==> src/rtl/d_bju_pkg.sv <==
// d_bju_pkg: shared CPU definitions for branch/jump decode, compare codes, reset PC and slot FSM.
package d_bju_pkg;
  typedef enum logic [2:0] {BR_NONE, BR_BEQ, BR_BNE, BR_BLEZ, BR_BGTZ, BR_BLTZ, BR_BGEZ, BR_RSVD} brop_t;
  typedef enum logic [1:0] {J_NONE, J_J, J_JAL, J_JR} jop_t;
  typedef enum logic [1:0] {CMP_EQ, CMP_GT, CMP_LT, CMP_BAD} cmp_t;
  typedef enum logic {RUN, SLOT} state_t;
  localparam logic [31:0] RESET_PC = 32'h0000_3000;
endpackage

==> src/rtl/d_bcond.sv <==
// d_bcond: combinational branch-condition decode from the D-stage compare results.
module d_bcond import d_bju_pkg::*; (
  input  logic [2:0] BrOp,
  input  logic [1:0] ACmpB,
  input  logic [1:0] ACmp0,
  output logic       cond,
  output logic       badcode
);
  brop_t op;
  cmp_t c;
  logic raw, is_br;
  assign op = brop_t'(BrOp);
  assign c = cmp_t'((op == BR_BEQ || op == BR_BNE) ? ACmpB : ACmp0);
  assign is_br = op != BR_NONE && op != BR_RSVD;
  always_comb begin
    case (op)
      BR_BEQ:  raw = c == CMP_EQ;
      BR_BNE:  raw = c != CMP_EQ;
      BR_BLEZ: raw = c == CMP_EQ || c == CMP_LT;
      BR_BGTZ: raw = c == CMP_GT;
      BR_BLTZ: raw = c == CMP_LT;
      BR_BGEZ: raw = c == CMP_EQ || c == CMP_GT;
      default: raw = 1'b0;
    endcase
  end
  assign badcode = is_br && c == CMP_BAD;
  assign cond = raw && !badcode;
endmodule

==> src/rtl/d_bju.sv <==
// d_bju: D-stage branch/jump unit owning the fetch PC, delay-slot tracking, redirect count and error flag.
module d_bju import d_bju_pkg::*; (
  input  logic        clk,
  input  logic        reset,
  input  logic        Stall,
  input  logic [1:0]  ACmpB,
  input  logic [1:0]  ACmp0,
  input  logic [2:0]  BrOp,
  input  logic [1:0]  JOp,
  input  logic [31:0] PC_D,
  input  logic [15:0] Imm16,
  input  logic [25:0] Index26,
  input  logic [31:0] RsVal,
  output logic [31:0] PC_F,
  output logic        Taken_D,
  output logic        InSlot_D,
  output logic [31:0] TakenCnt,
  output logic        Err
);
  state_t state, state_nxt;
  jop_t jop;
  brop_t bop;
  logic cond, badcode, is_j, is_br, jr_mis, err_set;
  logic [31:0] target;
  d_bcond u_bcond (.BrOp(BrOp), .ACmpB(ACmpB), .ACmp0(ACmp0), .cond(cond), .badcode(badcode));
  assign jop = jop_t'(JOp);
  assign bop = brop_t'(BrOp);
  assign is_j = jop != J_NONE;
  assign is_br = bop != BR_NONE && bop != BR_RSVD;
  assign jr_mis = jop == J_JR && RsVal[1:0] != 2'b00;
  assign target = jop == J_JR ? {RsVal[31:2], 2'b00}
                : is_j      ? {PC_D[31:28], Index26, 2'b00}
                : PC_D + 32'd4 + {{14{Imm16[15]}}, Imm16, 2'b00};
  // A control transfer sitting in the delay slot is suppressed and flagged.
  assign err_set = InSlot_D ? (is_j || is_br) : (is_j ? jr_mis : badcode);
  always_ff @(posedge clk or posedge reset) begin
    if (reset) state <= RUN;
    else state <= state_nxt;
  end
  always_comb state_nxt = Stall ? state : (Taken_D ? SLOT : RUN);
  always_comb begin
    InSlot_D = state == SLOT;
    Taken_D = !InSlot_D && (is_j || cond);
  end
  always_ff @(posedge clk or posedge reset) begin
    if (reset) begin
      PC_F <= RESET_PC;
      TakenCnt <= '0;
      Err <= 1'b0;
    end else if (!Stall) begin
      PC_F <= Taken_D ? target : PC_F + 32'd4;
      TakenCnt <= TakenCnt + {31'd0, Taken_D && TakenCnt != 32'hFFFF_FFFF};
      Err <= Err | err_set;
    end
  end
endmodule
==> config.mk <==
export PLATFORM = sky130hd
export DESIGN_NAME = d_bju
export DESIGN_NICKNAME = d
export VERILOG_FILES = /design/src/rtl/d_bju_pkg.sv /design/src/rtl/d_bcond.sv /design/src/rtl/d_bju.sv
export SDC_FILE = /design/constraint.sdc
export NUM_CORES = 1
export LEC_CHECK = 0
export ABC_CLOCK_PERIOD_IN_PS = 3500
export CAP_MARGIN = 5
export CORE_MARGIN = 10
export CORE_UTILIZATION = 49
export CTS_BUF_LIST = sky130_fd_sc_hd__clkbuf_16
export DETAILED_ROUTE_END_ITERATION = 7
export HOLD_SLACK_MARGIN = 0.03
export PLACE_DENSITY = 0.82
export SLEW_MARGIN = 15
export SYNTH_ARGS = -nofsm -noshare
export SYNTH_HDL_FRONTEND = slang
export SYNTH_SLANG_ARGS = --single-unit
==> constraint.sdc <==
create_clock -name clk -period 3.5 [get_ports clk]
set_input_delay 0.7 -clock clk [delete_from_list [all_inputs] [get_ports clk]]
set_output_delay 0.7 -clock clk [all_outputs]
set_load 0.01 [all_outputs]
* After elaboration in Yosys (flattened, before gate mapping)
Cells that the tools add are included.
** Operators by class
- Equal/unequal tests :: 12
- Mux-type cells :: 8
- Bitwise gates (word level) :: 1
- Add/subtract/negate cells :: 4
- Reduce and logical (&&, ||, !) cells :: 18
** Operators by type and width (number)
- 2-to-1 mux 32 bit :: 3
- adder 32 x 3 -> 32 bit (second input constant) :: 2
- adder 32 x 1 -> 32 bit :: 1
- adder 32 bit :: 1
- inequality test 32 bit (second input constant) :: 1
- equality test 3 bit (second input constant) :: 3
- equality test 2 bit (second input constant) :: 3
- equality test 3 x 2 -> 1 bit (second input constant) :: 2
- logical AND 1 bit :: 6
- case mux 1 bit (6 select lines) :: 1
- nonzero test 2 bit :: 3
- logical OR 1 bit :: 5
- equality test 3 x 1 -> 1 bit (second input constant) :: 1
- 2-to-1 mux 1 bit :: 3
- inequality test 3 bit (second input constant) :: 1
- nonzero test 3 bit :: 1
- equality test 2 x 1 -> 1 bit (second input constant) :: 1
- logical NOT 1 bit :: 2
- logical NOT 2 bit :: 1
- 2-to-1 mux 2 bit :: 1
- bitwise OR 1 bit :: 1
** Word-level totals
- Output and inout bits :: 67
- Flip-flop bits (word level) :: 66

* Depth between registers and ports, before layout
- Depth in word-level cells :: 11
- Depth in mapped cells :: 14
- Depth with buffers taken out :: 13

* Cells and area by module
From an unflattened synthesis, not the netlist that was laid out.
** Second synthesis, totals
- Cells, all modules :: 756
- Area, all modules :: 6312.3 um^2
** By module, submodules not included
- d_bju :: area each 6206.0 um^2, instances 1, seq. area each 1654.1 um^2, cells an instance 741
- d_bcond :: area each 106.4 um^2, instances 1, seq. area each 0.0 um^2, cells an instance 15

* Least setup slack after synthesis
Ideal clock, no wire load.
- Kind :: input -> register
- From :: input port BrOp[1]
- To :: register TakenCnt[29]
- Data required time :: 3.421 ns
- Stages on the path :: 14
- Slack :: -0.025 ns
- Arrival :: 3.445 ns
- Path through :: clkbuf_1 > o21ai_0 > a21o_1 > a211o_1 > inv_2 > clkbuf_1 > o41a_1 > ha_1 > and3_1 > nand2_1 > nor3_1 > nand3_1 > nor2_1 > xor2_1
** Between the ends
- Longest elaborated chain between the ends :: 11
- Elaborated cells between the ends (all ways) :: 26
- Classes of those cells :: add/sub: 1; eq/ne: 10; mux: 2; reduce/logical: 13
** RTL lines
- start, declared :: line d_bju.sv:8 : input logic [2:0] BrOp,
- equality test 3 x 1 -> 1 bit or equality test 3 x 2 -> 1 bit (tied branches) :: line d_bcond.sv:13, d_bcond.sv:16
- logical OR 1 bit :: line d_bcond.sv:13 : assign c = cmp_t'((op == BR_BEQ || op == BR_BNE) ? ACmpB : ACmp0);
- 2-to-1 mux 2 bit :: line d_bcond.sv:13
- equality test 2 x 1 -> 1 bit (tied with other cells) :: line d_bcond.sv:20, d_bcond.sv:22
- logical OR 1 bit (tied with other cells) :: line d_bcond.sv:22 : BR_BGEZ: raw = c == CMP_EQ || c == CMP_GT;
- case mux 1 bit (6 select lines) or logical NOT 1 bit (tied branches) :: line d_bcond.sv:16, d_bcond.sv:27
- logical AND 1 bit (*) :: line d_bcond.sv:27 : assign cond = raw && !badcode;
- logical OR 1 bit (*) :: line d_bju.sv:43 : Taken_D = !InSlot_D && (is_j || cond);
- logical AND 1 bit (*) :: line d_bju.sv:43
- via Taken_D :: line d_bju.sv:15 : output logic Taken_D,
- logical AND 1 bit (*) :: line d_bju.sv:52 : TakenCnt <= TakenCnt + {31'd0, Taken_D && TakenCnt != 32'hFFFF_FFFF};
- adder 32 x 1 -> 32 bit (*) :: line d_bju.sv:52
- end signal, assigned :: line d_bju.sv:52
- end, declared :: line d_bju.sv:17 : output logic [31:0] TakenCnt,
The timed path passes the listed nets; every way through them passes the cells marked *.
A chain may end at the register's enable or synchronous reset.

* Final worst setup path
- From :: input port BrOp[1]
- To :: output port Taken_D
** Between the ends
- Longest elaborated chain between the ends :: 9
- Elaborated cells between the ends (all ways) :: 24
- Classes of those cells :: eq/ne: 10; mux: 2; reduce/logical: 12
** RTL lines (line)
- equality test 3 x 1 -> 1 bit or equality test 3 x 2 -> 1 bit (tied branches) :: d_bcond.sv:13, d_bcond.sv:16
- logical OR 1 bit :: d_bcond.sv:13
- 2-to-1 mux 2 bit :: d_bcond.sv:13
- equality test 2 x 1 -> 1 bit (tied with other cells) :: d_bcond.sv:20, d_bcond.sv:22
- logical OR 1 bit (tied with other cells) :: d_bcond.sv:22
- case mux 1 bit (6 select lines) or logical NOT 1 bit (tied branches) :: d_bcond.sv:16, d_bcond.sv:27
- logical AND 1 bit (*) :: d_bcond.sv:27
- logical OR 1 bit (*) :: d_bju.sv:43
- logical AND 1 bit (*) :: d_bju.sv:43
- end, declared :: d_bju.sv:15
Every way passes the cells marked *; elsewhere a longest branch is shown, timed or not.

==> metrics.md <==
| Metric | Value |
|---|---|
| Tcrit/Tclk final | `96.15%` |
| Clk pwr share | `23.0%` |
| First-pass GRT wire length | `34.91 mm` |
| Top cells by area, synth | `dfrtp_1 (26%), ha_1 (12%), a21oi_1 (5.4%)` |
| Gate power share | `46.3%` |
| Crit path launch type | `primary input` |
| Max-slew headroom | `47.89%` |
| Power per cell area | `414.8 mW/mm²` |
| Outcome | `completed` |
| Bufs and invs on worst path | `3` |
| Gpl congestion | `0.9275` |
| Worst setup margin | `134.8 ps` |
| DR pass1 iterations | `5` |
| Clk_lat worst skew | `330 ps` |
| Main synth FF type | `dfrtp_1` |
| Distinct cells, synth | `74` |
| Fillers | `1003` |
| Inserted Diodes | `0` |
| IO Count | `185` |
| Initial core utilization | `49.96%` |
| Synth top area share | `25.51%` |
| Fin crit period | `3365 ps` |
| WP data arrival | `2670 ps` |
| Sequential area share after synthesis | `26.35%` |
| Synth Net Count | `944` |
| Clock Skew | `5.449 ps` |
| Yosys warning count | `0` |
| Worst-Margin Slew | `781.7 ps` |
| Leakage Power | `3.923 nW` |
| Total power draw | `3.749 mW` |
| Die span in y | `133.2 µm` |
| Seq cells post-synth | `66` |
| Endpoints failing hold | `0` |
| Crit-path cells | `clkdlybuf4s50_1 -> nor4bb_1 -> nor4_1 -> a211o_1 -> inv_2 -> clkdlybuf4s50_1` |
| Mapped Area | `0.006279 mm²` |
| Seq pwr share | `30.7%` |
| Top post-synthesis cells by count | `a21oi_1 (68), nand2_1 (67), dfrtp_1 (64), ha_1 (61), nor2_1 (56)` |
| Dpl ws | `-264.0 ps` |
| Crit Path Max Fanout | `6` |
| CP most frequent cell | `clkdlybuf4s50_1` |
| Vias per cell | `5.787` |
| Async SR Flop Fraction | `100.0%` |
| Overflow after GRT | `0` |
| Crit end category | `output pin` |
| P&R area growth vs syn | `43.96%` |
| Maximum vdd drop | `0.0002523 V` |
| Clock-pin slew on the worst setup and hold paths | `50 ps` |
| # setup viols final | `0` |
| Worst path top cell family by delay | `buffers and inverters` |
| Post-synth EDFFs | `0` |
| GR Util All Layers | `23.40%` |
| DRC | `0` |
| Post-DP HPWL | `17.27 mm` |
| Post-CTS Setup Inserts | `0` |
| HP Class | `reg -> reg` |
| TritonCTS buffer count | `9` |
| CP required | `2800 ps` |
| Final wirelength | `21.01 mm` |
| Initial antenna violation count | `0` |
| Layout Nets | `1174` |
| Longest Clk Path Bufs | `2` |
| Internal Power | `2.383 mW` |
| Critical path's largest stage delay | `590 ps` |
| Synth Instances | `764` |
| Clock Tree Root | `clkbuf_16` |
| Chip width | `133.2 µm` |
| CTS tree | `built` |
| Switch share | `36.44%` |
| MaxCap Viol Count | `0` |
| Iter 0 DRT Violations | `542` |
| Vias in the first global route | `6742` |
| Site Rows | `41` |
| PortBufs | `184` |
| Net Sw Power | `1.366 mW` |
| Avg Cell Area, Syn | `8.218 µm²` |
| Core area | `0.01257 mm²` |
| Layout cell share with drive strength beyond 1 | `12.01%` |
| Routed wire per std cell | `17.94 µm` |
| Clock sinks | `66` |
| Largest net degree at the start of global routing | `67` |
| Hold slack | `474.5 ps` |
| Setup TNS Final | `0 ps` |
| CP Class | `in -> out` |
| Max frequency | `297.2 MHz` |
| DIE AREA | `0.01774 mm²` |
| H-tree depth | `3` |
| Routed Antenna Nets | `0` |
| CP max stage cell | `clkdlybuf4s50_1` |
| Most common cell in the synthesized netlist | `a21oi_1` |
| Via count | `6777` |
| Cell taking the most area after synthesis | `dfrtp_1` |
| Fin. max-slew vios | `0` |
| RSZ-0062 raised after global routing | `no` |
## tightest hold or removal path, delay by kind of cell, from the launching register on
family	cells	cell delay (ps)
and+or+nand+nor	2	100
DFF	1	350
## flip-flops by register name, summed over array words and instances (netlist names)
register / count
PC_F: 32
TakenCnt: 32
Err: 1
InSlot_D: 1
## per-layer routing
layer	wire length, µm	track usage, %	vias up
met5	0	0	-
met4	190	4.414	0
li1	-	-	3314
met1	9050	30.02	3190
met2	10170	39.04	257
met3	1602	5.940	16
## kinds of logic (layout without fill, tap and decap cells)
group | Yosys count | in the layout | synth area share, %
and+or+nand+nor | 265 | 265 | 20.79
AOI/OAI and AO/OA | 226 | 226 | 23.64
DFF | 66 | 66 | 26.35
adders and majority gates | 62 | 62 | 12.48
buffers and inverters | 57 | 292 | 3.706
xor gates and xnor gates | 56 | 56 | 7.812
muxes | 32 | 32 | 5.241
## placed cells by master (no fill, tap or decap), types with 9 or more instances in the layout
cell / count
a211oi_1: 12
a21o_1: 15
a21oi_1: 65
a31oi_1: 17
and3_1: 20
buf_4: 75
clkbuf_16: 9
clkdlybuf4s50_1: 182
dfrtp_1: 64
ha_1: 61
inv_1: 16
mux2i_1: 25
nand2_1: 67
nand3_1: 41
nand4_1: 14
nor2_1: 56
nor3_1: 23
o21ai_0: 29
o21ai_1: 9
o22ai_1: 10
xnor2_1: 34
xor2_1: 22
## path summary, 6_finish.rpt
path / depth (start not counted) / end / startpoint / slack (ps)
min in group asynchronous: 2 / PC_F[2]$_DFFE_PP0N_ / reset / 700
max reg2reg: 13 / TakenCnt[29]$_DFFE_PP0N_ / TakenCnt[7]$_DFFE_PP0N_ / 570
max: 6 / Taken_D / BrOp[1] / 130
max in group asynchronous: 3 / TakenCnt[14]$_DFFE_PP0N_ / reset / 2090
min reg2reg: 2 / PC_F[1]$_DFFE_PP0P_ / PC_F[1]$_DFFE_PP0P_ / 470
min: 2 / PC_F[1]$_DFFE_PP0P_ / PC_F[1]$_DFFE_PP0P_ / 470
## power by group through the flow
stage / logic (mW) / registers, mW / clock network (mW)
floorplan: 0.831 / 1.17 / 0
global placement: 1.69 / 1.15 / 0
detailed placement: 1.72 / 1.15 / 0
CTS: 1.73 / 1.14 / 0.878
global route: 1.90 / 1.18 / 0.905
finish: 1.74 / 1.15 / 0.862
## timing repair
| action | 4_1_cts | 5_1_grt |
|---|---|---|
| hold buffers | 0 | 0 |
| gates resized for setup | 0 | 7 |
| setup endpoints to repair | 0 | 9 |
## cell type report
class                           count  area (µm²)  share of cell area [%]
Clock buffer                        9       225.2                   2.492
Tap cell                          172       215.2                   2.381
Sequential cell                    66        1654                   18.30
Clock inverter                      7       62.56                  0.6921
Inverter                           17       63.81                  0.7060
Multi-Input combinational cell    641        4423                   48.93
Timing Repair Buffer              259        2395                   26.50
## per-stage QoR
stage / utilization, % / std cells / instance area, µm²
after CTS: 71.67 / 1171 / 9007
after detailed placement: 69.38 / 1155 / 8720
after global placement: 69.38 / 1155 / 8720
after global routing: 71.92 / 1171 / 9039
after floorplan: - / 764 / 6280
final: 71.92 / 1171 / 9039
Power figures use the tool's default switching activity.
==> RTL change 1: new RTL, same settings <==
Register the output `TakenCnt` once more, with the module's reset; this adds one clock of latency there. The other outputs are not delayed to match.
--- a/src/rtl/d_bju.sv
+++ b/src/rtl/d_bju.sv
@@ -17,6 +17,8 @@
   output logic [31:0] TakenCnt,
   output logic        Err
 );
+
+  logic [31:0] TakenCnt_s0;
   state_t state, state_nxt;
   jop_t jop;
   brop_t bop;
@@ -45,12 +47,20 @@
   always_ff @(posedge clk or posedge reset) begin
     if (reset) begin
       PC_F <= RESET_PC;
-      TakenCnt <= '0;
+      TakenCnt_s0 <= '0;
       Err <= 1'b0;
     end else if (!Stall) begin
       PC_F <= Taken_D ? target : PC_F + 32'd4;
-      TakenCnt <= TakenCnt + {31'd0, Taken_D && TakenCnt != 32'hFFFF_FFFF};
+      TakenCnt_s0 <= TakenCnt_s0 + {31'd0, Taken_D && TakenCnt_s0 != 32'hFFFF_FFFF};
       Err <= Err | err_set;
     end
   end
+  always_ff @(posedge clk or posedge reset) begin
+    if (reset) begin
+      TakenCnt <= '0;
+    end else begin
+      TakenCnt <= TakenCnt_s0;
+    end
+  end
+
 endmodule
Formal check against the unedited RTL: not equivalent (a bounded check fails within 4 cycles, from zero or initial values and one cycle with reset high).
==> RTL change 1 against the unedited design <==
Synthesized area up 12%; setup slack better by 0.012 ns; final area up 8.9%; total power up 11%; fmax up 0.35%; via count up 3.5%; global-route usage down 1.1 points; wire length up 6.4%; clock skew up 0.0027 ns; sequential cell count up 32; highest routed layer unchanged.
==> RTL change 1: results (changes against the unedited design) <==
Signal buffers=266 (+2.7%); distinct cell type count after synthesis=67 (-9.5%); Post-synth top cells=dfrtp_1, nand2_1, a21oi_1; worst hold endpoint=TakenCnt[17]; CP arrival=2.65 ns (-0.02 ns); Final HPWL DP=17800 um (+3.3%); Synth Register Bits=98 (+48%); vias per inst=5.75 (-0.56%); R2R Setup Slk=0.26 ns (-0.31 ns); yosys warns=0 (unchanged); Fin Clk Skew=0.00818 ns (+0.00274 ns); ClkCell Share=2.75% (-0.44 points); synth top area cells=dfrtp_1, ha_1, a21oi_1; CP max stage delay=0.55 ns (-0.04 ns); share of cells above drive strength 1=11.7% (-0.27 points); Seq area share=24.9% (+6.6 points); Clock Tree Buf Depth=2 (unchanged); reg-to-reg endpoint=TakenCnt_s0[30]; cell count after synthesis=795 (+4.1%); worst min path class=flop to flop; cells on worst reg2reg path=14 (+1); Slew @ Worst Pin=0.920 ns (+0.138 ns); Layout fillers=1080 (+7.7%); WL/cell=18.3 um (+2.2%); Initial DRC Count=553 (+2.0%); fin cells=1219 (+4.1%); hold wc startpoint=TakenCnt_s0[17]; gpl congestion=0.939 (+1.2%); worst vdd ir=0.228 mV (-9.7%); multi-input combinational area share=44.3% (-4.6 points); switching share of power=35.4% (-1.1 points); pin count of the biggest net entering global routing=79 (+18%); worst hold path depth=0 (-2); Worst-path clk slew=0.07 ns (+0.02 ns); port bufs=184 (unchanged); clock buffers=9 (unchanged); comb pwr=~0.0017 W; initial antenna violation count=0 (unchanged); delay-heaviest family, CP=buffers and inverters; leakage=4.41 nW (+12%); status=finished, final reports clean; non-clock inverter count=15 (-2); Clock Power Share=21.8% (-1.2 points); Initial DRT Pass Iterations=5 (unchanged); vias in the first global route=6960 (+3.2%); FFs w/ async S/R, synth=100% (unchanged); H-tree Lvls=3 (unchanged); clk_lat worst skew=around 0.34 ns; antenna diode count=0 (unchanged); sequential element share of the synthesized area=35.1% (+8.7 points); worst-path fanout max=6 (unchanged); NonClk Buf Share=25.1% (-1.4 points); #MultiIn Comb=644 (+0.47%); Clock Tree Root=clkbuf_16; syn_nets=975 (+3.3%); slowest stage cell, crit path=clkdlybuf4s50_1; first-pass GRT wire length=36300 um (+3.8%); Tot GR Track Use=22.3% (-1.1 points); R2R Path Start=TakenCnt_s0[14]; biggest regs=PC_F (32), TakenCnt (32), TakenCnt_s0 (32)
## RTL change 1: cell types whose count changed in the layout (fill, tap and decap cells not counted), moves of 6 or more
cell / before / now
nor3_1: 23 / 15
o21bai_1: 7 / 1
o21ai_0: 29 / 43
o21ai_1: 9 / 2
a31oi_1: 17 / 11
dfrtp_1: 64 / 96
and3_1: 20 / 10
xnor2_1: 34 / 40
nand2_1: 67 / 82
buf_4: 75 / 81
o22ai_1: 10 / 3
a21oi_1: 65 / 76
## RTL change 1: worst max path at each step
stage | from | slack (ns) | to
detailed placement | PC_D[3] | -0.27 | PC_F[17]
CTS | BrOp[1] | 0.05 | Taken_D
finish | BrOp[2] | 0.15 | Taken_D
global placement | PC_D[3] | -0.19 | PC_F[17]
floorplan | JOp[0] | 0.04 | TakenCnt_s0[22]
global route | PC_D[2] | -0.006 | PC_F[19]
## RTL change 1: what timing repair did
action,CTS,global route
gates resized for setup,1,9
buffers inserted,0,1
pin swaps,0,3
endpoints found under the setup margin,1,12
hold buffers,0,0
## RTL change 1: routing by layer
metal,GRT usage [%],share of wire [%],up-vias
li1,-,-,3398
met1,29.1,44,3303
met2,36.2,47,288
met3,5.17,7.7,26
met4,5.87,1.9,0
met5,0,0,-
## RTL change 1: cells by family (layout without fill, tap and decap cells)
| logic type | count (synthesis) | after routing | share of synthesized area, % |
|---|---|---|---|
| AOI/OAI and AO/OA | 222 | 222 | 20.1 |
| xor gates and xnor gates | 58 | 58 | 7.26 |
| adders and majority gates | 62 | 62 | 11.2 |
| buffers and inverters | 53 | 297 | 3.09 |
| DFF | 98 | 98 | 35.1 |
| muxes | 36 | 36 | 5.25 |
| and+or+nand+nor | 266 | 266 | 18.0 |
## RTL change 1: through the flow
step | util [%] | hold slack (ns) | setup slack, ns | total power, W | instance area [um2]
2_1_floorplan | - | 0.386 | 0.0441 | 0.00239 | 7010
3_3_place_gp | 68.4 | 0.401 | -0.189 | 0.00323 | 9530
3_5_place_dp | 68.4 | 0.402 | -0.266 | 0.00326 | 9530
4_1_cts | 70.4 | 0.422 | 0.0463 | 0.00418 | 9810
5_1_grt | 70.6 | 0.446 | -0.00620 | 0.00441 | 9840
6_report | 70.6 | 0.416 | 0.147 | 0.00417 | 9840
## RTL change 1: worst reg2reg max path: cells and delay by family (launching register included)
kind / cells / cell delay [ns]
AND/OR/NAND/NOR: 9 / 1.89
adder cells (fa/ha/maj): 2 / 0.33
buffers and inverters: 1 / 0.17
flip-flops: 1 / 0.44
AO/OA/AOI/OAI: 1 / 0.17
XOR/XNOR: 1 / 0.14
==> RTL change 2: new RTL, same flow settings <==
Made on the original files. Reset style: synchronous (`reset`), changed in 2 clocked blocks.
--- a/src/rtl/d_bju.sv
+++ b/src/rtl/d_bju.sv
@@ -33,7 +33,7 @@
                 : PC_D + 32'd4 + {{14{Imm16[15]}}, Imm16, 2'b00};
   // A control transfer sitting in the delay slot is suppressed and flagged.
   assign err_set = InSlot_D ? (is_j || is_br) : (is_j ? jr_mis : badcode);
-  always_ff @(posedge clk or posedge reset) begin
+  always_ff @(posedge clk) begin
     if (reset) state <= RUN;
     else state <= state_nxt;
   end
@@ -42,7 +42,7 @@
     InSlot_D = state == SLOT;
     Taken_D = !InSlot_D && (is_j || cond);
   end
-  always_ff @(posedge clk or posedge reset) begin
+  always_ff @(posedge clk) begin
     if (reset) begin
       PC_F <= RESET_PC;
       TakenCnt <= '0;
Function: differs if reset is asserted again (counterexample within 4 cycles, from zero or initial values and one cycle with reset high); with reset held inactive, the same outputs for 10 cycles.
==> RTL change 2 against the unedited design <==
Combinational power shrank 30%; final area grew 5.3%; setup slack lost 0.061 ns; core utilization grew 2.6 points; total power shrank 20%; count of clock-buffer cells in the layout is the same; synthesized cell count grew 11%; wire length grew 7.5%; sequential cell count is the same; synthesized area grew 2.8%; sequential share of layout area shrank 4.4 points; sequential power shrank 26%; final cell count grew 9.1%; via count grew 10%; critical path type is now input pin to flop; largest cell class unchanged; largest power group unchanged; highest routed layer unchanged.
==> RTL change 2: results (changes against the unedited design) <==
hold wc startpoint=PC_F[1]; post-synthesis xor/xnor area fraction=5.70% (-2.1 points); CP arrival=3.65 ns (+0.98 ns); Worst-path clk slew=about 0.060 ns; syn avg cell area=7.63 um2 (-7.2%); Fin Clk Skew=0.00589 ns (+0.000438 ns); synth top area cells=dfxtp_1, ha_1, a21oi_1; worst slack at placement=-0.292 ns (-0.0278 ns); worst vdd ir=0.217 mV (-14%); R2R Path Start=TakenCnt[13]; distinct cell type count after synthesis=77 (+4.1%); Synth Area in Compound Gates=27.5% (+3.9 points); Top FF cell, synth=dfxtp_1; Post-synth top cells=a21oi_1, nor2_1, nand2_1; Post-Place Cells=1260 (+9.1%); delay-heaviest family, CP=buffers and inverters; vias in the first global route=7283 (+8.0%); reg-to-reg endpoint=TakenCnt[30]; pin count of the biggest net entering global routing=70 (+4.5%); mux cell area share after synthesis=6.53% (+1.3 points); syn_nets=1026 (+8.7%); Tot GR Track Use=23.8% (+0.39 points); sequential element share of the synthesized area=20.5% (-5.9 points); CP max stage delay=0.50 ns (-0.09 ns); Final HPWL DP=18100 um (+4.7%); Layout fillers=944 (-5.9%); routed wire length=22600 um (+7.5%); Synth Area in Adders=12.1% (-0.34 points); WL/cell=17.7 um (-1.5%); leakage=3.85 nW (-2.0%); status=finished, final reports clean; worst-path fanout max=14 (+8); first-pass GRT wire length=35900 um (+2.9%); share of cells above drive strength 1=15.2% (+3.2 points); post-layout net count=1282 (+9.2%)
-- RTL change 2: cell type report --
type	instances	area share [%]
Multi-Input combinational cell	712	51.9
Timing Repair Buffer	286	27.6
Sequential cell	66	13.9
Clock buffer	9	2.37
Tap cell	172	2.26
Inverter	27	1.07
Clock inverter	6	0.973
-- RTL change 2: metal layers --
metal  global-route usage (%)  part of all wire [%]  vias up
met3                     7.23                   9.0       39
met5                        0                     0        -
met4                     8.77                   3.1        0
li1                         -                     -     3664
met1                     27.4                    40     3472
met2                     40.5                    48      291
-- RTL change 2: metrics by stage --
stage	util, %	area (um2)	TNS [ns]
2_1_floorplan	-	6470	0
3_3_place_gp	71.3	9100	-3.46
3_5_place_dp	71.3	9100	-4.55
4_1_cts	73.7	9420	0
5_1_grt	74.5	9520	-0.106
6_report	74.5	9520	0
-- RTL change 2: where the power goes --
part           switching, W  internal, W
Combinational      0.000590     0.000617
Clock              0.000337     0.000621
Sequential        0.0000620     0.000791
-- RTL change 2: what timing repair did --
item,CTS,global route
setup endpoints to repair,1,18
resized for setup,1,15
pin swaps,0,8
gates cloned,0,0
buffers inserted,0,3
-- RTL change 2: worst max path at each step --
stage | start | cells past startpoint | end | slack [ns]
floorplan | BrOp[2] | 16 | TakenCnt[26] | 0.06
global placement | Imm16[1] | 12 | PC_F[29] | -0.25
detailed placement | PC_D[3] | 12 | PC_F[29] | -0.29
CTS | PC_D[3] | 12 | PC_F[29] | 0.03
global route | PC_D[4] | 12 | PC_F[30] | -0.03
finish | Imm16[15] | 14 | PC_F[31] | 0.07
